--- config.mk ---
export PLATFORM = sky130hd
export DESIGN_NAME = date_counter
export DESIGN_NICKNAME = d
export VERILOG_FILES = /design/src/rtl/date_counter.sv
export SDC_FILE = /design/constraint.sdc
export NUM_CORES = 1
export LEC_CHECK = 0
export CORE_ASPECT_RATIO = 1.1
export CORE_MARGIN = 2
export CORE_UTILIZATION = 57
export DETAILED_ROUTE_END_ITERATION = 16
export PLACE_DENSITY = 0.85
export SYNTH_ARGS = -nofsm -noshare
export SYNTH_HDL_FRONTEND = slang
export SYNTH_SLANG_ARGS = --single-unit
--- constraint.sdc ---
create_clock -name clk -period 5.5 [get_ports clk]
set_input_delay 1.1 -clock clk [delete_from_list [all_inputs] [get_ports clk]]
set_output_delay 1.1 -clock clk [all_outputs]
set_load 0.005 [all_outputs]
--- src/rtl/date_counter.sv ---
`default_nettype none
// ============================================================================
// Module      : date_counter
// Description : Calendar stage of the digital clock. Keeps day, month and
//               year in BCD, advances one day per day_en strobe, handles
//               month lengths and leap years, and supports manual setting
//               of each field with day clamping.
// Revision    : 1.0 - initial release
// ============================================================================
module date_counter #(
    parameter logic [7:0] RST_DAY   = 8'h01,
    parameter logic [7:0] RST_MONTH = 8'h01,
    parameter logic [7:0] RST_YEAR  = 8'h24
) (
    input  logic       clk,
    input  logic       rst_n,
    input  logic       day_en,
    input  logic       set_en,
    input  logic [1:0] set_sel,
    input  logic       set_inc,
    output logic [7:0] day_bcd,
    output logic [7:0] month_bcd,
    output logic [7:0] year_bcd,
    output logic       leap,
    output logic       month_wrap,
    output logic       year_wrap
);

    localparam logic [7:0] c_DAY_ONE   = 8'h01;
    localparam logic [7:0] c_MONTH_ONE = 8'h01;
    localparam logic [7:0] c_MONTH_DEC = 8'h12;
    localparam logic [7:0] c_YEAR_MAX  = 8'h99;
    localparam logic [7:0] c_YEAR_ZERO = 8'h00;

    localparam logic [1:0] c_SEL_DAY   = 2'b00;
    localparam logic [1:0] c_SEL_MONTH = 2'b01;
    localparam logic [1:0] c_SEL_YEAR  = 2'b10;

    // Two-digit BCD increment; callers handle the upper wrap themselves.
    function automatic logic [7:0] f_bcd_inc(input logic [7:0] v);
        logic [7:0] r;
        if (v[3:0] == 4'd9) begin
            r = {v[7:4] + 4'd1, 4'd0};
        end else begin
            r = {v[7:4], v[3:0] + 4'd1};
        end
        return r;
    endfunction

    // Year divisible by 4, evaluated directly on the BCD digits.
    function automatic logic f_is_leap(input logic [7:0] y);
        logic r;
        if (y[4] == 1'b0) begin
            r = (y[3:0] == 4'd0) || (y[3:0] == 4'd4) || (y[3:0] == 4'd8);
        end else begin
            r = (y[3:0] == 4'd2) || (y[3:0] == 4'd6);
        end
        return r;
    endfunction

    // Last day of the given month in BCD.
    function automatic logic [7:0] f_month_len(input logic [7:0] m, input logic lp);
        logic [7:0] r;
        case (m)
            8'h02:                      r = lp ? 8'h29 : 8'h28;
            8'h04, 8'h06, 8'h09, 8'h11: r = 8'h30;
            default:                    r = 8'h31;
        endcase
        return r;
    endfunction

    // Pull the day back onto the last legal day of a (possibly shorter) month.
    function automatic logic [7:0] f_clamp(input logic [7:0] d, input logic [7:0] max_d);
        return (d > max_d) ? max_d : d;
    endfunction

    logic [7:0] day_q,   day_d;
    logic [7:0] month_q, month_d;
    logic [7:0] year_q,  year_d;
    logic       month_wrap_q, month_wrap_d;
    logic       year_wrap_q,  year_wrap_d;

    logic       w_leap_cur;
    logic [7:0] w_day_max;
    logic [7:0] w_day_inc;
    logic [7:0] w_month_inc;
    logic [7:0] w_year_inc;
    logic       w_month_last;
    logic       w_year_last;

    assign w_leap_cur   = f_is_leap(year_q);
    assign w_day_max    = f_month_len(month_q, w_leap_cur);
    assign w_day_inc    = f_bcd_inc(day_q);
    assign w_month_last = (month_q == c_MONTH_DEC);
    assign w_year_last  = (year_q == c_YEAR_MAX);
    assign w_month_inc  = w_month_last ? c_MONTH_ONE : f_bcd_inc(month_q);
    assign w_year_inc   = w_year_last  ? c_YEAR_ZERO : f_bcd_inc(year_q);

    // Next-date selection: set mode fully overrides the daily advance.
    always_comb begin
        day_d        = day_q;
        month_d      = month_q;
        year_d       = year_q;
        month_wrap_d = 1'b0;
        year_wrap_d  = 1'b0;

        if (set_en) begin
            if (set_inc) begin
                case (set_sel)
                    c_SEL_DAY: begin
                        day_d = (day_q == w_day_max) ? c_DAY_ONE : w_day_inc;
                    end
                    c_SEL_MONTH: begin
                        month_d = w_month_inc;
                        day_d   = f_clamp(day_q, f_month_len(w_month_inc, w_leap_cur));
                    end
                    c_SEL_YEAR: begin
                        year_d = w_year_inc;
                        day_d  = f_clamp(day_q, f_month_len(month_q, f_is_leap(w_year_inc)));
                    end
                    default: begin
                        day_d = day_q;
                    end
                endcase
            end
        end else if (day_en) begin
            if (day_q == w_day_max) begin
                day_d   = c_DAY_ONE;
                month_d = w_month_inc;
                if (w_month_last) begin
                    month_wrap_d = 1'b1;
                    year_d       = w_year_inc;
                    year_wrap_d  = w_year_last;
                end
            end else begin
                day_d = w_day_inc;
            end
        end
    end

    // Date and wrap-pulse registers; reset aborts any pending advance.
    always_ff @(posedge clk or negedge rst_n) begin
        if (!rst_n) begin
            day_q        <= RST_DAY;
            month_q      <= RST_MONTH;
            year_q       <= RST_YEAR;
            month_wrap_q <= 1'b0;
            year_wrap_q  <= 1'b0;
        end else begin
            day_q        <= day_d;
            month_q      <= month_d;
            year_q       <= year_d;
            month_wrap_q <= month_wrap_d;
            year_wrap_q  <= year_wrap_d;
        end
    end

    assign day_bcd    = day_q;
    assign month_bcd  = month_q;
    assign year_bcd   = year_q;
    assign leap       = w_leap_cur;
    assign month_wrap = month_wrap_q;
    assign year_wrap  = year_wrap_q;

endmodule
`default_nettype wire

==> metrics <==
status finished clean; Leak 0.973 nW; # clock sinks 26; kind of end point of the critical path flip-flop; DRC viols 0; hold path startpoint year_bcd[2]; Fin Clk Skew 0.00750 ns; capturing point of the worst reg2reg path day_bcd[6]; Clock Tree Root clkbuf_4; fin crit period 3.71 ns; hold path depth 1; antenna cells 0; TritonRoute pass-1 iters 4; Worst EP required 5.73 ns; EDFF count, synth 0; HPWL Detailed 3.21 mm; dominant synthesized flop cell dfrtp_1; Startpoint Class flip-flop; drt total wl 4.26 mm; drt first-iter violations 114; Post-Syn Area 2010 um2; worst r2r src month_bcd[0]; largest net degree at the start of global routing 27; met3 Use GR 3.91%; die area 4010 um2; Cells after Synth 227; Die Ht 66.2 um; GP Congestion 0.879; final setup vio count 0; area occupied by multi-input gates 1220 um2; Netlist cell types 54; Reg2Reg Depth 13; Slew Limit Fails 0; layout cell share with drive strength beyond 1 5.88%; initial antenna violation count 0; WP data arrival 3.94 ns; clk slew on worst S/H paths 0.14 ns; worst hold endpoint year_bcd[2]; register area share after synthesis 32.7%; path type of the worst setup path reg -> reg; top fanout value on the critical path 14; Sequential Area 656 um2; Ys Warns 0; row cnt 22; core area 3360 um2; post-cts hold buffer count 0; Avg WL per Cell 14.1 um; GR peak layer met2; power per cell area 433 nW/um2; Rel. slew slack 43.5%; post-synthesis async set-or-reset flop share 100%; # fillers 306; syn nets 251; Area Growth Syn to Fin 18.5%; Ports 34; GRT met2 Usage 35.8%; post_cts resized 0; Post-Syn Area per Cell 8.84 um2; Nets 280; post-detailed-route count of antenna-violating nets 0; Initial Util 59.7%; GRT Total Usage 23.3%; die width 60.6 um; clk_lat worst skew 0.33 ns; HP Class reg -> reg; Final Hold Slack 0.544 ns; first-pass GRT wire length 7.18 mm; met1 layer usage reported by global route 32.5%; RSZ-0062 raised after global routing no; IO buf count 33; Critical Path Start month_bcd[0]; worst IR drop on VDD 0.194 mV; setup_tns 0 ns; max-cap violations 0; Via density 5.82; Post-CTS Setup Repair Bufs 0; FMAX 0.270 GHz; final hold vios 0; final worst path period share 67.4%; gr ovfl total 0; CTS tree yes; vias in the first global route 1584; H-tree depth 1; maximum clock path buffer count 2; vias post-DR 1764; synthesis-stage register bit count 26; slew at the pin closest to its max-slew limit 0.848 ns; R2R Setup Slk 1.79 ns; CTS Buf Count 3
==> routing by layer <==
layer | routed length (um) | vias to the layer above
met5 | 0 | -
met4 | 60 | 0
met3 | 259 | 5
met2 | 1940 | 63
met1 | 2000 | 806
li1 | - | 890
==> registers in the layout, indices dropped and copies added (netlist names) <==
register,flops
month_wrap,1
day_bcd,8
year_bcd,8
year_wrap,1
month_bcd,8
==> final cells by class <==
cell class	count	area share (%)
Multi-Input combinational cell	170	51.2
Sequential cell	26	27.6
Timing Repair Buffer	34	14.2
Inverter	21	3.32
Tap cell	48	2.53
Clock buffer	4	1.11
==> where the power goes <==
group | switching (mW) | internal, mW | total (mW)
clock | 0.0579 | 0.0285 | 0.0864
combinational | 0.258 | 0.295 | 0.553
sequential | 0.132 | 0.257 | 0.389
==> placed cells by master (no fill, tap or decap), drive strengths merged, types with 2 or more instances in the layout <==
cell type,Yosys,final
a211o,4,4
a21oi,12,12
a221oi,2,2
a22o,4,4
a32oi,2,2
and3,5,5
clkbuf,6,4
clkdlybuf4s50,0,33
dfrtp,22,22
dfstp,4,4
ha,17,17
inv,21,21
mux2,5,5
mux2i,2,2
nand2,13,13
nand2b,5,5
nand3,10,10
nand3b,3,3
nand4,5,5
nor2,16,16
nor2b,4,4
nor3,4,4
nor4,4,4
o211ai,3,3
o21a,4,4
o21ai,12,12
o22ai,5,5
o31ai,4,4
or3,2,2
xnor2,7,7
==> synth_stat cells (4+ instances only) <==
cell type	count	area share, %
a211o_1	4	1.7
a21oi_1	11	2.7
a22o_1	4	1.7
and3_1	4	1.2
clkbuf_1	6	1.1
dfrtp_1	22	27
dfstp_2	4	5.2
ha_1	17	11
inv_1	20	3.7
nand2_1	13	2.4
nand2b_1	5	1.6
nand3_1	10	2.5
nand4_1	5	1.6
nor2_1	16	3.0
nor2b_1	4	1.2
nor3_1	4	1.0
o21a_1	4	1.5
o21ai_0	9	2.2
o22ai_1	5	1.6
o31ai_1	4	1.5
xnor2_1	7	3.1
==> kinds of logic after synthesis <==
family | share of synthesized area (%)
flops | 32.7
fa+ha+maj | 10.6
buf+inv | 6.61
simple gates | 20.5
compound gates | 22.3
mux | 3.81
xor+xnor | 3.49
==> worst max-delay path, cell delays in order, from the launching register on <==
cell and delay [ns]:
dfstp_2 0.68, and4bb_1 0.31, nand4_1 0.17, xnor2_1 0.19, nor3_1 0.37, inv_1 0.10, ha_1 0.31, nand2_1 0.08
a21oi_1 0.04, o211ai_1 0.18, a311oi_1 0.11, o22ai_1 0.67, nand2b_1 0.28, o22ai_1 0.11
==> how the worst max path moves through the flow <==
stage	slack (ns)	cells after the start	endpoint
6_report	1.79	13	day_bcd[6]
5_1_grt	1.47	13	day_bcd[6]
4_1_cts	1.80	13	day_bcd[6]
3_5_place_dp	1.83	11	day_bcd[6]
3_3_place_gp	1.93	11	day_bcd[6]
2_1_floorplan	2.13	14	day_bcd[5]
==> stage by stage <==
step | instance area [um2] | std cells | utilization, % | setup slack, ns | power (mW)
floorplan | 2010 | 227 | - | 2.13 | 0.734
global placement | 2350 | 299 | 70.0 | 1.93 | 0.932
detailed placement | 2350 | 299 | 70.0 | 1.83 | 0.943
CTS | 2380 | 303 | 70.8 | 1.80 | 1.03
global route | 2380 | 303 | 70.8 | 1.47 | 1.12
finish | 2380 | 303 | 70.8 | 1.79 | 1.03
Power figures use the tool's default switching activity.
